[config.mk]
export PLATFORM = sky130hd
export DESIGN_NAME = race_scheduler
export DESIGN_NICKNAME = d
export VERILOG_FILES = /design/src/rtl/race_scheduler.sv
export SDC_FILE = /design/constraint.sdc
export NUM_CORES = 1
export LEC_CHECK = 0
export ABC_AREA = 0
export CAP_MARGIN = 10
export CORE_MARGIN = 1.5
export CORE_UTILIZATION = 35
export DETAILED_ROUTE_END_ITERATION = 12
export DONT_BUFFER_PORTS = 1
export PLACE_DENSITY = 0.54
export SYNTH_ARGS = -nofsm -noshare
export SYNTH_HDL_FRONTEND = slang
export SYNTH_SLANG_ARGS = --single-unit
[constraint.sdc]
create_clock -name CLOCK_50 -period 2.6 [get_ports CLOCK_50]
set_input_delay 0.52 -clock CLOCK_50 [delete_from_list [all_inputs] [get_ports CLOCK_50]]
set_output_delay 0.52 -clock CLOCK_50 [all_outputs]
set_load 0.02 [all_outputs]
[src/rtl/race_scheduler.sv]
// Game-flow controller for the car game: frame timing, obstacle movement and
// respawn, score/lives bookkeeping and the IDLE/PLAY/HIT_PAUSE/GAME_OVER sequence.
module race_scheduler #(
  parameter int unsigned FRAME_DIV   = 833333,
  parameter logic [6:0]  Y_MAX       = 7'd119,
  parameter logic [4:0]  X_MAX       = 5'd27,
  parameter logic [6:0]  PO_STEP     = 7'd2,
  parameter logic [6:0]  COIN_STEP   = 7'd1,
  parameter logic [1:0]  START_LIVES = 2'd3,
  parameter logic [5:0]  PAUSE_TICKS = 6'd30
) (
  input  logic       CLOCK_50,
  input  logic [0:0] KEY,
  input  logic       EnterEn,
  input  logic       CoinEn,
  input  logic       PoliceEn,
  output logic [4:0] x_po,
  output logic [6:0] y_po,
  output logic [4:0] x_coin,
  output logic [6:0] y_coin,
  output logic [7:0] score,
  output logic [1:0] lives,
  output logic       frame_tick,
  output logic       playing,
  output logic       game_over,
  output logic [1:0] dbg_state
);

  // EnterEn, CoinEn and PoliceEn are single-cycle pulses with no back-pressure:
  // a pulse is acted on in the cycle it is high, or dropped if the state ignores it.

  localparam int unsigned    CW       = $clog2(FRAME_DIV);
  localparam logic [CW-1:0]  CNT_LAST = CW'(FRAME_DIV - 1);

  typedef enum logic [1:0] {
    S_IDLE  = 2'd0,
    S_PLAY  = 2'd1,
    S_PAUSE = 2'd2,
    S_OVER  = 2'd3
  } state_t;

  state_t        r_state;
  logic [CW-1:0] r_cnt;
  logic [7:0]    r_lfsr;
  logic [5:0]    r_pause;
  logic          r_coin_pend;

  logic       w_fb;
  logic [4:0] w_c;
  logic [4:0] w_spawn;
  logic [7:0] w_po_adv;
  logic [7:0] w_coin_adv;
  logic       w_po_wrap;
  logic       w_coin_wrap;

  assign w_fb    = r_lfsr[7] ^ r_lfsr[5] ^ r_lfsr[4] ^ r_lfsr[3];
  assign w_c     = r_lfsr[4:0];
  assign w_spawn = (w_c <= X_MAX) ? w_c : (w_c - (X_MAX + 5'd1));

  // Advance in 8 bits so a row near Y_MAX cannot wrap before the compare.
  assign w_po_adv    = {1'b0, y_po}   + {1'b0, PO_STEP};
  assign w_coin_adv  = {1'b0, y_coin} + {1'b0, COIN_STEP};
  assign w_po_wrap   = (w_po_adv   > {1'b0, Y_MAX});
  assign w_coin_wrap = (w_coin_adv > {1'b0, Y_MAX});

  assign dbg_state = r_state;

  always_ff @(posedge CLOCK_50) begin
    if (!KEY[0]) begin
      r_state     <= S_IDLE;
      r_cnt       <= '0;
      r_lfsr      <= 8'hA5;
      r_pause     <= '0;
      r_coin_pend <= 1'b0;
      x_po        <= 5'd0;
      y_po        <= 7'd0;
      x_coin      <= 5'd14;
      y_coin      <= 7'd0;
      score       <= 8'd0;
      lives       <= START_LIVES;
      frame_tick  <= 1'b0;
      playing     <= 1'b0;
      game_over   <= 1'b0;
    end else begin
      r_cnt       <= (r_cnt == CNT_LAST) ? '0 : (r_cnt + CW'(1));
      frame_tick  <= (r_cnt == CNT_LAST);
      r_lfsr      <= {r_lfsr[6:0], w_fb};
      r_coin_pend <= 1'b0;

      // Coin column is drawn one cycle after the police column at game start.
      if (r_coin_pend) x_coin <= w_spawn;

      case (r_state)
        S_IDLE, S_OVER: begin
          if (EnterEn) begin
            r_state     <= S_PLAY;
            playing     <= 1'b1;
            game_over   <= 1'b0;
            score       <= 8'd0;
            lives       <= START_LIVES;
            y_po        <= 7'd0;
            y_coin      <= 7'd0;
            x_po        <= w_spawn;
            r_coin_pend <= 1'b1;
          end
        end

        S_PLAY: begin
          if (frame_tick) begin
            if (w_po_wrap) begin
              y_po <= 7'd0;
              x_po <= w_spawn;
            end else begin
              y_po <= w_po_adv[6:0];
            end
            if (w_coin_wrap) begin
              y_coin <= 7'd0;
              x_coin <= w_spawn;
            end else begin
              y_coin <= w_coin_adv[6:0];
            end
          end
          // Hit respawns come after the tick so they override its advance.
          if (CoinEn) begin
            score  <= (score == 8'hFF) ? score : (score + 8'd1);
            y_coin <= 7'd0;
            x_coin <= w_spawn;
          end
          if (PoliceEn) begin
            y_po <= 7'd0;
            x_po <= w_spawn;
            if (lives <= 2'd1) begin
              lives     <= 2'd0;
              r_state   <= S_OVER;
              playing   <= 1'b0;
              game_over <= 1'b1;
            end else begin
              lives   <= lives - 2'd1;
              r_state <= S_PAUSE;
              playing <= 1'b0;
              r_pause <= PAUSE_TICKS;
            end
          end
        end

        S_PAUSE: begin
          if (frame_tick) begin
            if (r_pause <= 6'd1) begin
              r_state <= S_PLAY;
              playing <= 1'b1;
              r_pause <= 6'd0;
            end else begin
              r_pause <= r_pause - 6'd1;
            end
          end
        end

        default: begin
          r_state   <= S_IDLE;
          playing   <= 1'b0;
          game_over <= 1'b0;
        end
      endcase
    end
  end

endmodule

==> reports/summary.md <==
The flow ran to the end, and the final reports show no timing, DRC or antenna violations. In this run the cell area of the synthesized design comes to 3570 µm². The most critical setup path has its startpoint at dbg_state[0]. The worst setup path is captured at a flop. For the relative slew slack, the log shows 51.8%. The time the final worst path needs with I/O delays and setup was 2.32 ns. The share of the clock period used by the worst path is 89.4%.

The worst-case IR drop observed on VDD is 0.000310 V. The count of nets left with antenna violations once routing finished came out at 0. The tree built by TritonCTS fans out to 73 sinks.

The synthesized netlist devotes 4.20% of its cell area to adder and majority cells. Setup repair after global routing left no endpoint under its margin. Routability-driven placement finished with a final weighted congestion of 0.790. The worst-margin pin slew is 0.717 ns, and the remaining global-route overflow is 0. The start point of the worst min-delay path is KEY. The max-slew violation count is 0.

The final count of hold timing violations came out at 0. In the synthesized netlist the dominant register cell turns out to be dfxtp_1. The number of rows created at floorplan came out at 36. The worst setup slack after layout was 0.275 ns.

The run gives 437 as the post-synthesis net count. For the worst setup path, the data arrival time is 2.56 ns. Layout overhead on the synthesized area: 10.9%.

Via count of the first global-routing pass: 2611. The type of the most critical hold path was in2reg. In this run the post-CTS setup repair buffer count came out at 0. At the later pin of the worst-skew pair, clock insertion delay measures 0.35 ns. met2 is the most crowded layer. For this configuration, the core starts out at a cell density of 36.4%.

The synthesized netlist contains 54 unique library cells. Dividing the detail-routed wire length by the instance count gives 13.4 µm. The simple-gate share of the synthesized area came out at 26.9%. The Yosys step of the flow raised 0 warnings. The H-tree was split into 3 levels.

After detailed routing, the number of remaining DRC violations is 0. For the total detailed-routing wirelength, the log shows 7450 µm. The total number of nets in the final design is 436. For this run, the detailed router's first-pass iteration total came to 4.

The instance count of the mapped netlist came out at 420. The fmax was 0.430 GHz. The average instance in the mapped netlist occupies 8.51 µm². The share of the yosys chip area belonging to registers was 40.9%; the delay of the slowest cell on the worst path was 0.50 ns. The run gives 0.00957 ns as the maximum clock skew at final layout.

Prior to clock tree synthesis, the placed netlist has a worst setup slack of 0.299 ns. Dividing total power by cell area gives a power density of 860 nW/µm². In this run, synthesis produced a sequential element count of 73. The global-route wire length before repair is 12500 µm, and the number of I/O port buffers is 0. Gates resized during post-CTS repair numbered 0. Across the run, the number of max-cap violations was 0. The core region is 9820 µm². TritonCTS created 9 clock buffers. In this run the worst path has a maximum fanout of 11.

The final route contains 2810 vias. The critical path goes through inv_1 > ha_1 > mux2_2 > o21a_1 > o21ai_0 > buf_4 > nand2_1 > nor2_1. Using the TritonRoute via totals, the vias-per-cell ratio works out to 5.04. Of the total synthesized cell area, the portion taken by XOR and XNOR cells is 7.60%.

In the synthesized netlist the async set-or-reset flop fraction comes to 0%. The worst setup path is launched from a flop. For this design the static power due to leakage is 1.46 nW.

In the final layout, the share of cells above drive strength 1 is 8.02%. The met2 capacity usage during global routing is 23.1%. In this run the deepest clock path goes through 2 buffers.

The type of the setup path with the least slack is reg2reg. From left edge to right edge, the die measures 104 µm. The run gives 0 ns as the sum of negative setup slack.

Global routing used 16.9% of the available met1 tracks. The number of buffers added to fix hold violations after cts was 0; the synthesized-area fraction occupied by ao, oa, aoi and oai cells was 12.9%. The required time of the worst setup path was 2.84 ns; the count of flip-flops with a built-in enable after synthesis was 0.

The largest net degree at the start of global routing was 52; the final setup violation count was 0. The number of DRC markers in iteration 0 came out at 115. The multiplexer fraction of the synthesized cell area is 3.12%. Global routing used 5.64% of the available met3 tracks. The tools report the clock tree root driver cell as clkbuf_8. The combinational family with the most area after synthesis is simple AND/OR/NAND/NOR gates. The floorplan step defined a die boundary enclosing 10800 µm². For the number of I/O pins, the log shows 44. TritonCTS built the clock tree. Global routing used 14.2% of the available tracks across all layers.

The run gives 5210 µm as the detailed-placement wirelength estimate. The CTS clock-pin slew for the worst setup and hold paths works out to 0.08 ns. In this run the critical register-to-register path is launched from dbg_state[0].

The number of antenna violations at the first check in global routing is 0. 0 antenna diodes ended up in the layout. Cell type of the slowest stage on the worst timing path: dfxtp_1. The run gives 1027 as the final-layout fill cell count. The y dimension of the die works out to 104 µm.
[metal layers]
| metal | up-vias | wire (µm) |
|---|---|---|
| li1 | 1456 | - |
| met1 | 1302 | 3520 |
| met4 | 0 | 114 |
| met2 | 43 | 3450 |
| met3 | 9 | 363 |
| met5 | - | 0 |
[cell families after synthesis]
family,Yosys count
DFF,73
and+or+nand+nor,193
xor gates and xnor gates,31
other,1
adders and majority gates,12
AOI/OAI and AO/OA,64
muxes,10
buffers and inverters,36
[where the power goes]
group | switching, mW | internal, mW
logic | 0.469 | 0.326
registers | 0.250 | 1.26
clock network | 0.437 | 0.667
total | 1.16 | 2.25
[synthesized netlist by cell type (all sizes together) (3+ instances only)]
master | n | area share [%]
or3 | 6 | 1.2
o31ai | 3 | 0.63
nor2 | 46 | 4.8
a22oi | 3 | 0.63
nand4 | 14 | 2.5
inv | 15 | 1.6
clkbuf | 16 | 1.8
a21boi | 4 | 0.84
nand3 | 24 | 3.4
o21a | 4 | 0.84
and3 | 6 | 1.1
nand2b | 13 | 2.3
nor2b | 7 | 1.2
xor2 | 20 | 4.9
buf | 5 | 0.95
nor4 | 3 | 0.53
xnor2 | 11 | 2.7
o21ai | 19 | 2.7
mux2 | 3 | 1.2
ha | 12 | 4.2
nor4bb | 3 | 0.84
o41ai | 4 | 0.98
a31oi | 8 | 1.8
nor3 | 10 | 1.4
mux2i | 7 | 2.0
a21oi | 6 | 0.84
dfxtp | 73 | 41
nand2 | 48 | 5.0
and2 | 7 | 1.3
[stage by stage]
step           cells  hold WS, ns  cell area (µm²)  total power [mW]  utilization [%]
2_1_floorplan    420        0.386             3570              2.15                -
3_3_place_gp     541        0.391             3710              2.32             37.8
3_5_place_dp     541        0.404             3710              2.33             37.8
4_1_cts          557        0.237             3960              3.45             40.4
5_1_grt          557        0.236             3960              3.61             40.4
6_report         557        0.276             3960              3.41             40.4
[critical path, delay by kind of cell, from the launching register on]
family | cells | cell delay (ns)
AND/OR/NAND/NOR | 2 | 0.25
adder cells (fa/ha/maj) | 1 | 0.35
multiplexers | 1 | 0.38
flip-flops | 1 | 0.50
buffers and inverters | 2 | 0.27
AO/OA/AOI/OAI | 2 | 0.47
[final cells by class]
cell class	instances	area, µm²	share of cell area, %
Inverter	15	56.3	1.42
Multi-Input combinational cell	311	1960	49.4
Clock inverter	6	115	2.90
Sequential cell	73	1460	36.9
Timing Repair Buffer	9	67.6	1.71
Tap cell	133	166	4.20
Clock buffer	10	138	3.47
[path summary, 6_finish.rpt]
check / end / slack, ns / depth (start not counted)
max: y_po[3] / 0.28 / 8
max reg2reg: y_po[3] / 0.28 / 8
min: r_lfsr[0] / 0.28 / 1
min reg2reg: r_lfsr[7] / 0.42 / 1
[state kept, by name, summed over array words and instances, names as in the netlist, 2 cells and up]
signal / cells
dbg_state: 2
lives: 2
r_cnt: 20
r_lfsr: 8
r_pause: 6
score: 8
x_coin: 5
x_po: 5
y_coin: 7
y_po: 6
[cells in the final DEF (no fill, tap or decap), drive strengths merged, types with 4 or more instances in the layout]
cell	count
a21boi	4
a21oi	6
a31oi	8
and2	7
and3	6
buf	9
clkbuf	10
dfxtp	73
ha	12
inv	15
mux2i	7
nand2	48
nand2b	13
nand3	24
nand4	14
nor2	46
nor2b	7
nor3	10
o21a	4
o21ai	19
o41ai	4
or3	6
xnor2	11
xor2	20
(Power assumes the default switching activity.)
